[src/rtl/uart_rx_framer.sv]
// uart_rx_framer
//   Parametrised UART receiver with mid-bit majority voting, false-start
//   rejection, parity/stop checking and assembly of FRAME_BYTES characters
//   into one wide word. Sits between the board RXD pin and the command
//   decoder.
//
// Ports
//   clk          system clock
//   rst_n        asynchronous active-low reset
//   rxd          asynchronous serial input, idle high
//   rx_en        receive enable, honoured only while idle
//   byte_data    last good character
//   byte_valid   1-cycle strobe per good character
//   frame_data   last assembled frame, first character in the LSBs
//   frame_valid  1-cycle strobe, coincident with the final byte_valid
//   parity_err   1-cycle strobe on parity mismatch (stop bit good)
//   frame_err    1-cycle strobe when a stop bit is sampled low
//   timeout_err  1-cycle strobe when a partial frame is dropped on gap timeout
//   busy         high while the receive state machine is not idle
//
// state   | meaning
// --------+---------------------------------------------------------
// IDLE    | waiting for a start edge; runs the inter-character gap timer
// START   | timing the start bit; aborts if the voted start bit is high
// DATA    | shifting in DATA_BITS voted bits, LSB first
// PARITY  | sampling and checking the parity bit
// STOP    | sampling STOP_BITS stop bits; leaves at the last mid-bit vote

module uart_rx_framer #(
  parameter int CLK_DIV     = 1216,
  parameter int DATA_BITS   = 8,
  parameter int PARITY      = 0,
  parameter int STOP_BITS   = 1,
  parameter int FRAME_BYTES = 6,
  parameter int GAP_BITS    = 20
) (
  input  logic                             clk,
  input  logic                             rst_n,
  input  logic                             rxd,
  input  logic                             rx_en,
  output logic [DATA_BITS-1:0]             byte_data,
  output logic                             byte_valid,
  output logic [FRAME_BYTES*DATA_BITS-1:0] frame_data,
  output logic                             frame_valid,
  output logic                             parity_err,
  output logic                             frame_err,
  output logic                             timeout_err,
  output logic                             busy
);

  localparam int CNT_W     = $clog2(CLK_DIV);
  localparam int MID       = CLK_DIV / 2;
  localparam int BIT_W     = $clog2(DATA_BITS + 1);
  localparam int IDX_W     = $clog2(FRAME_BYTES + 1);
  localparam int FRAME_W   = FRAME_BYTES * DATA_BITS;
  localparam int GAP_LIMIT = GAP_BITS * CLK_DIV;
  localparam int GAP_W     = $clog2(GAP_LIMIT + 1);

  localparam logic [CNT_W-1:0] CNT_LAST   = CNT_W'(CLK_DIV - 1);
  localparam logic [CNT_W-1:0] CNT_MID_M1 = CNT_W'(MID - 1);
  localparam logic [CNT_W-1:0] CNT_MID    = CNT_W'(MID);
  localparam logic [CNT_W-1:0] CNT_MID_P1 = CNT_W'(MID + 1);
  localparam logic [BIT_W-1:0] BIT_DATA   = BIT_W'(DATA_BITS);
  localparam logic [BIT_W-1:0] BIT_STOP   = BIT_W'(STOP_BITS - 1);
  localparam logic [IDX_W-1:0] IDX_LAST   = IDX_W'(FRAME_BYTES - 1);
  localparam logic [GAP_W-1:0] GAP_LAST   = GAP_W'(GAP_LIMIT - 1);

  typedef enum logic [2:0] {
    ST_IDLE,
    ST_START,
    ST_DATA,
    ST_PARITY,
    ST_STOP
  } state_t;

  state_t                 state_q, state_d;
  logic                   sync1_q, sync1_d;
  logic                   sync2_q, sync2_d;
  logic                   hist_q, hist_d;
  logic [CNT_W-1:0]       cnt_q, cnt_d;
  logic [BIT_W-1:0]       bit_q, bit_d;
  logic                   samp0_q, samp0_d;
  logic                   samp1_q, samp1_d;
  logic [DATA_BITS-1:0]   shift_q, shift_d;
  logic                   par_bad_q, par_bad_d;
  logic                   stop_bad_q, stop_bad_d;
  logic [IDX_W-1:0]       idx_q, idx_d;
  logic [FRAME_W-1:0]     asm_q, asm_d;
  logic [GAP_W-1:0]       gap_q, gap_d;
  logic [DATA_BITS-1:0]   byte_data_q, byte_data_d;
  logic                   byte_valid_q, byte_valid_d;
  logic [FRAME_W-1:0]     frame_data_q, frame_data_d;
  logic                   frame_valid_q, frame_valid_d;
  logic                   parity_err_q, parity_err_d;
  logic                   frame_err_q, frame_err_d;
  logic                   timeout_err_q, timeout_err_d;

  logic                   fall_edge;
  logic                   cnt_wrap;
  logic                   at_vote;
  logic                   vote;
  logic                   stop_bad_now;
  logic                   par_calc;
  logic [FRAME_W-1:0]     asm_next;

  assign fall_edge = hist_q & ~sync2_q;
  assign cnt_wrap  = (cnt_q == CNT_LAST);
  assign at_vote   = (cnt_q == CNT_MID_P1);
  // Third sample is the live synchronised value at MID+1.
  assign vote      = (samp0_q & samp1_q) | (samp0_q & sync2_q) | (samp1_q & sync2_q);
  assign par_calc  = ^{shift_q, vote};

  always_comb begin
    sync1_d       = rxd;
    sync2_d       = sync1_q;
    hist_d        = sync2_q;
    state_d       = state_q;
    cnt_d         = cnt_wrap ? '0 : cnt_q + CNT_W'(1);
    bit_d         = bit_q;
    samp0_d       = (cnt_q == CNT_MID_M1) ? sync2_q : samp0_q;
    samp1_d       = (cnt_q == CNT_MID)    ? sync2_q : samp1_q;
    shift_d       = shift_q;
    par_bad_d     = par_bad_q;
    stop_bad_d    = stop_bad_q;
    idx_d         = idx_q;
    asm_d         = asm_q;
    gap_d         = '0;
    byte_data_d   = byte_data_q;
    byte_valid_d  = 1'b0;
    frame_data_d  = frame_data_q;
    frame_valid_d = 1'b0;
    parity_err_d  = 1'b0;
    frame_err_d   = 1'b0;
    timeout_err_d = 1'b0;
    stop_bad_now  = stop_bad_q | ~vote;

    asm_next = asm_q;
    for (int i = 0; i < FRAME_BYTES; i++) begin
      if (idx_q == IDX_W'(i)) begin
        asm_next[i*DATA_BITS +: DATA_BITS] = shift_q;
      end
    end

    case (state_q)
      ST_IDLE: begin
        cnt_d = '0;
        if (!rx_en) begin
          idx_d = '0;
        end else if (fall_edge) begin
          state_d    = ST_START;
          bit_d      = '0;
          par_bad_d  = 1'b0;
          stop_bad_d = 1'b0;
        end else if (idx_q != '0) begin
          if (gap_q == GAP_LAST) begin
            timeout_err_d = 1'b1;
            idx_d         = '0;
          end else begin
            gap_d = gap_q + GAP_W'(1);
          end
        end
      end

      ST_START: begin
        if (at_vote && vote) begin
          state_d = ST_IDLE;
        end else if (cnt_wrap) begin
          state_d = ST_DATA;
          bit_d   = '0;
        end
      end

      ST_DATA: begin
        if (at_vote) begin
          shift_d = {vote, shift_q[DATA_BITS-1:1]};
          bit_d   = bit_q + BIT_W'(1);
        end
        if (cnt_wrap && bit_q == BIT_DATA) begin
          state_d = (PARITY != 0) ? ST_PARITY : ST_STOP;
          bit_d   = '0;
        end
      end

      ST_PARITY: begin
        if (at_vote) begin
          par_bad_d = (PARITY == 1) ? ~par_calc : par_calc;
        end
        if (cnt_wrap) begin
          state_d = ST_STOP;
          bit_d   = '0;
        end
      end

      ST_STOP: begin
        if (at_vote) begin
          stop_bad_d = stop_bad_now;
          if (bit_q == BIT_STOP) begin
            // Leave mid-bit so the next start edge is never missed.
            state_d = ST_IDLE;
            if (stop_bad_now) begin
              frame_err_d = 1'b1;
              idx_d       = '0;
            end else if (par_bad_q) begin
              parity_err_d = 1'b1;
              idx_d        = '0;
            end else begin
              byte_data_d  = shift_q;
              byte_valid_d = 1'b1;
              asm_d        = asm_next;
              if (idx_q == IDX_LAST) begin
                frame_data_d  = asm_next;
                frame_valid_d = 1'b1;
                idx_d         = '0;
              end else begin
                idx_d = idx_q + IDX_W'(1);
              end
            end
          end else begin
            bit_d = bit_q + BIT_W'(1);
          end
        end
      end

      default: begin
        state_d = ST_IDLE;
      end
    endcase
  end

  always_ff @(posedge clk or negedge rst_n) begin
    if (!rst_n) begin
      state_q       <= ST_IDLE;
      sync1_q       <= 1'b1;
      sync2_q       <= 1'b1;
      hist_q        <= 1'b1;
      cnt_q         <= '0;
      bit_q         <= '0;
      samp0_q       <= 1'b1;
      samp1_q       <= 1'b1;
      shift_q       <= '0;
      par_bad_q     <= 1'b0;
      stop_bad_q    <= 1'b0;
      idx_q         <= '0;
      asm_q         <= '0;
      gap_q         <= '0;
      byte_data_q   <= '0;
      byte_valid_q  <= 1'b0;
      frame_data_q  <= '0;
      frame_valid_q <= 1'b0;
      parity_err_q  <= 1'b0;
      frame_err_q   <= 1'b0;
      timeout_err_q <= 1'b0;
    end else begin
      state_q       <= state_d;
      sync1_q       <= sync1_d;
      sync2_q       <= sync2_d;
      hist_q        <= hist_d;
      cnt_q         <= cnt_d;
      bit_q         <= bit_d;
      samp0_q       <= samp0_d;
      samp1_q       <= samp1_d;
      shift_q       <= shift_d;
      par_bad_q     <= par_bad_d;
      stop_bad_q    <= stop_bad_d;
      idx_q         <= idx_d;
      asm_q         <= asm_d;
      gap_q         <= gap_d;
      byte_data_q   <= byte_data_d;
      byte_valid_q  <= byte_valid_d;
      frame_data_q  <= frame_data_d;
      frame_valid_q <= frame_valid_d;
      parity_err_q  <= parity_err_d;
      frame_err_q   <= frame_err_d;
      timeout_err_q <= timeout_err_d;
    end
  end

  assign byte_data   = byte_data_q;
  assign byte_valid  = byte_valid_q;
  assign frame_data  = frame_data_q;
  assign frame_valid = frame_valid_q;
  assign parity_err  = parity_err_q;
  assign frame_err   = frame_err_q;
  assign timeout_err = timeout_err_q;
  assign busy        = (state_q != ST_IDLE);

endmodule
[config.mk]
export PLATFORM = sky130hd
export DESIGN_NAME = uart_rx_framer
export DESIGN_NICKNAME = d
export VERILOG_FILES = /design/src/rtl/uart_rx_framer.sv
export SDC_FILE = /design/constraint.sdc
export NUM_CORES = 1
export LEC_CHECK = 0
export ABC_AREA = 1
export BUFFER_PORTS_ARGS = -buffer_cell sky130_fd_sc_hd__buf_2
export CORE_MARGIN = 1.5
export CORE_UTILIZATION = 54
export CTS_CLUSTER_SIZE = 10
export DETAILED_ROUTE_END_ITERATION = 8
export PLACE_DENSITY_LB_ADDON = 0.15
export SLEW_MARGIN = 10
export SYNTH_ARGS = -nofsm -noshare
export SYNTH_HDL_FRONTEND = slang
export SYNTH_SLANG_ARGS = --single-unit
[constraint.sdc]
create_clock -name clk -period 1.77 [get_ports clk]
set_clock_uncertainty 0.05 [all_clocks]
set_input_delay 0.2655 -clock clk [delete_from_list [all_inputs] [get_ports clk]]
set_output_delay 0.2655 -clock clk [all_outputs]
set_load 0.05 [all_outputs]
== After elaboration in Yosys (flattened, before gate mapping) ==
Index checks and enable logic that the tools add are counted.
Widths: inputs -> output; s select.
Storage, ports and cells
  output and inout bits: 62
  word-level logic and storage cells: 156
  bits in registers: 160
  input bits: 4
Operators by class
  multiplexer cells: 72
  reduce and logical (&&, ||, !) cells: 19
  equality and inequality tests: 29
  add/sub/neg operators: 4
  bitwise logic cells: 11
Operators by type and width (count)
  $mux 15: 5
  $mux 3: 17
  $mux 8: 6
  $eq 11x10->1 const B: 3
  $mux 4: 8
  $mux 1: 29
  $mux 11: 2
  $pmux 4 s5: 1
  $ne 2x2->1 const B: 9
  $add 15x1->15 const B: 1
  $eq 15x15->1 const B: 1
  $ne 3x3->1 const B: 5
  $pmux 3 s5: 1
  $reduce_and 7->1: 2
  $eq 3x2->1 const B: 4
  $reduce_and 6->1: 2
  $add 11x1->11 const B: 1
  $eq 11x11->1 const B: 1
  $eq 3x3->1 const B: 3
  $reduce_xor 9->1: 1
  $reduce_and 4->1: 2
  $eq 3x1->1 const B: 2
  $logic_not 3->1: 2
  $pmux 3 s2: 1
  other kinds (14): 26

== Longest topological paths before layout ==
  word-level depth: 9
  mapped depth: 12
  depth with buffers taken out: 12

== Worst setup path before layout ==
OpenSTA, ideal clock, no wires.
  path kind: register to register
  start point: register state_q[1]
  end point: register gap_q[11]
  path buffers: 2
  period minus slack after synthesis: 1.749 ns
  cell stages (with the launch flop): 9
  slack: 0.021 ns
  arrival time: 1.630 ns
  required time: 1.651 ns
  cell sequence: dfrtp_1 > nor2_4 > nand2_2 > nor2_1 > nand3b_1 > or2_1 > buf_2 > buf_6 > nor2_2
Between the ends
  cells in the longest elaborated chain, start to end: 2
Ends and longest elaborated chain
  start: declaration: RTL line 76  | state_t state_q, state_d;
  start signal: assignment: RTL line 254  | state_q <= state_d;
  $logic_not 3->1: RTL line 144  | case (state_q)
  $mux 15: RTL line 144
  named net gap_d[11]: RTL line 89  | logic [GAP_W-1:0] gap_q, gap_d;
  end signal: assignment: RTL line 267  | gap_q <= gap_d;
  end: declaration: RTL line 89
The timed path passes the listed nets, and every way through them passes these cells.
A chain may end at the register's enable or synchronous reset.

== Worst setup path in the final report ==
  start point: register sync2_q, in the netlist hist_d
  end point: register asm_q[30]
Between the ends
  cells in the longest elaborated chain, start to end: 7
Ends and longest elaborated chain
  start: declaration: RTL line 78  | logic sync2_q, sync2_d;
  start signal: assignment: RTL line 256  | sync2_q <= sync2_d;
  $and 1x1->1: RTL line 110  | assign vote = (samp0_q & samp1_q) | (samp0_q & sync2_q) | (samp1_q & sync2_q);
  $or 1x1->1: RTL line 110
  $or 1x1->1 *: RTL line 110
  $not 1->1 *: RTL line 135  | stop_bad_now = stop_bad_q | ~vote;
  $or 1x1->1 *: RTL line 135
  $not 1->1 (no line) *
  $reduce_and 5->1 (no line) *
  end signal: assignment: RTL line 266  | asm_q <= asm_d;
  end: declaration: RTL line 88  | logic [FRAME_W-1:0] asm_q, asm_d;
Mark *: on every way between the ends. The rest lies on a longest branch, timed or not.

==> summary.md <==
| Metric | Value |
|---|---|
| Outcome | `complete, but fails checks` |
| Failing checks | `negative setup slack` |
| Final setup fails | `4` |
| Largest net degree at the start of global routing | `69` |
| Cell Area, Synth | `7420 sq um` |
| Post-synth cell types | `34` |
| Slowest CP cell | `dfstp_2` |
| CP most frequent cell | `nand2_2` |
| Worst setup SP type | `register` |
| Buf+Inv Stages, Crit Path | `3` |
| Commonest cells after routing, fill and taps aside | `nand2_1, dfrtp_1, o21ai_1` |
| R2R Path Start | `hist_d$_DFF_PN1_` |
| Die area | `14500 sq um` |
| Worst Min Path Start | `rx_en` |
| H-tree levels | `4` |
| Yosys warns | `0` |
| Worst r2r path cells | `10` |
| CP cell instances | `nand2_2 > nand3_4 > nand2_4 > nor2_8 > buf_6 > nand4_4 > buf_12 > clkbuf_16 > nand2_2 > o21ai_2` |
| Leakage | `0.00451 uW` |
| Path length in cells of the critical path | `10` |
| CP endpoint kind | `register` |
| Row count | `42` |
| Fin. max-slew vios | `0` |
| Final wirelength | `18000 microns` |
| Crit path kind | `register to register` |
| Pwr dens | `972 nW/um^2` |
| CTS Buf Count | `17` |
| Finished Cell Area | `9410 sq um` |
| Vias in the first global route | `5853` |
| Slowest stage delay, CP | `570 ps` |
| CTS root buf | `clkbuf_16` |
| Mapped Avg Cell Area | `8.43 sq um` |
| Clock Pin Slew Worst Setup and Hold Paths | `60 ps` |
| IO Count | `66` |
| Initial DRC count | `524` |
| Post-synthesis sequential area ratio | `54.0%` |
| CTS Sinks | `160` |
| Initial core utilization | `55.6%` |
| Post-synthesis register bit count | `160` |
| Final-report hold violation count | `0` |
| Routability cong. | `0.911` |
| PortBufs | `65` |
| Final worst path period share | `102%` |
| Ys async rst share | `100%` |
| Global-route wire length before repair | `28000 microns` |
| Worst path top cell family by delay | `flip-flops` |
| CP Max Fanout | `10` |
| Hold endpoint | `state_q[0]$_DFFE_PN0P_` |
| Slew at the pin with the worst max-slew slack | `533 ps` |
| Max-Slew Margin vs Limit | `64.4%` |
| Drt pass-1 iters | `6` |
| Setup ws final | `-28.7 ps` |
| Detailed-route via count | `6357` |
| Top FF cell, synth | `dfrtp_1` |
| Die height | `120 microns` |
| Syn Nets | `892` |
| Max IR drop VDD | `1.40 mV` |
| Final ANT Viol Nets | `0` |
| Post-DP HPWL | `11000 microns` |
| Remaining global-route overflow | `0` |
| Placed instance area | `8240 sq um` |
| Worst Hold Depth | `3` |
| Clk_lat worst skew | `430 ps` |
| Ant diodes | `0` |
| Layout cell share with drive strength beyond 1 | `26.2%` |
| DR DRC count | `0` |
| Post-synth EDFFs | `0` |
| Worst EP required | `2020 ps` |
| Bufs on Longest Clock Path | `2` |
| RSZ-0062 raised after global routing | `true` |
| Drt wl/cell | `15.1 microns` |
| Via-to-Cell Ratio | `5.34` |
| Die width | `120 microns` |
| Layout net count | `1014` |
| Layout Area Growth over Synthesis | `26.7%` |
| Reg-to-reg slack, setup | `-30 ps` |
| Core region area | `13300 sq um` |
| Highest clock rate | `556 MHz` |
| Final min period | `1800 ps` |
| Tot GR Track Use | `24.5%` |
| Most common cell after layout, fill and taps aside | `nand2_1` |
| Hold Path Class | `input port to register` |
| Maxcap violations | `0` |
| RR Endpoint | `asm_q[30]$_DFFE_PN0P_` |
| Initial antenna violation count | `0` |
| CP arrival | `2050 ps` |
| Cells after Synth | `881` |
| TritonCTS clock tree | `built` |
| Final core utilization | `70.5%` |
logic make-up after synthesis:
kind of cell | share of synthesized area (%)
buffers and inverters | 6.57
AO/OA/AOI/OAI | 12.0
AND/OR/NAND/NOR | 24.6
adder cells (fa/ha/maj) | 1.18
multiplexers | 0.303
flip-flops | 54.0
XOR/XNOR | 1.42
cell type report:
cell class | count | area [sq um]
Inverter | 74 | 280
Tap cell | 176 | 220
Multi-Input combinational cell | 615 | 3170
Clock buffer | 22 | 474
Clock inverter | 9 | 154
Sequential cell | 160 | 4010
Timing Repair Buffer | 135 | 1100
Fill cell | 1053 | 3940
cells in the mapped netlist, types with 10 or more instances:
cell        n  share of area, %
clkbuf_1   15              0.76
nor3_1     10              0.67
nor2_1     73               3.7
dfrtp_1   155                52
a21oi_1    23               1.6
o21ai_1    91               6.1
inv_1      61               3.1
o21ai_0    60               4.0
nand2_1   252                13
buf_6      11               1.7
nand3_1    46               3.1
routing by layer:
metal	GRT usage (%)	share of wire (%)	routed length, microns	vias up
met5	0	0	0	-
met1	34.8	45	8180	3062
met3	5.09	4.8	863	25
met4	7.87	1.6	282	0
met2	38.1	48	8670	166
li1	-	-	-	3104
per-stage QoR:
step | instances | TNS, ps | hold WS (ps) | power [uW] | worst slack, ps
after global placement | 1138 | 0 | 136 | 5090 | 41.9
after detailed placement | 1138 | -7.67 | 137 | 5100 | -7.67
final | 1191 | -54.4 | 180 | 9140 | -28.7
after floorplan | 881 | 0 | -80.1 | 4630 | 21.1
after global routing | 1191 | -3490 | 168 | 9510 | -86.2
after CTS | 1179 | -31.4 | 139 | 9010 | -12.3
worst register-to-register path, cell delays in order (launching register included):
cell and delay (ps):
dfstp_2 570, nand2_2 70, nand3_4 90, nand2_4 80, nor2_8 120, buf_6 110
nand4_4 90, buf_12 170, clkbuf_16 180, nand2_2 80, o21ai_2 60
state kept, by name, indices dropped and copies added (netlist names):
signal	count
asm_q	48
shift_q	8
bit_q	4
stop_bad_q	1
cnt_q	11
frame_data	48
byte_data	8
samp1_q	1
timeout_err	1
hist_q	1
hist_d	1
frame_err	1
frame_valid	1
byte_valid	1
parity_err	1
par_bad_q	1
samp0_q	1
idx_q	3
state_q	3
sync1_q	1
gap_q	15
timing repair:
item,4_1_cts,5_1_grt
setup buffers,7,7
resized for setup,9,85
pin swaps,8,8
endpoints found under the setup margin,7,122
hold buffers,2,0
endpoints found under the hold margin,32,0
cloned,1,6
power breakdown:
group          switching [uW]  total, uW  internal (uW)
Clock                    1440       3900           2460
Sequential               89.7       3840           3750
Combinational             885       1400            511
worst max-delay path by stage:
stage,startpoint,endpoint
finish,hist_d$_DFF_PN1_,asm_q[30]$_DFFE_PN0P_
global route,hist_d$_DFF_PN1_,asm_q[9]$_DFFE_PN0P_
CTS,hist_d$_DFF_PN1_,asm_q[44]$_DFFE_PN0P_
detailed placement,cnt_q[1]$_DFF_PN0_,asm_q[41]$_DFFE_PN0P_
global placement,hist_d$_DFF_PN1_,asm_q[40]$_DFFE_PN0P_
floorplan,state_q[1]$_DFFE_PN0P_,gap_q[11]$_DFF_PN0_
No activity file was read; power rests on OpenSTA's default activity.
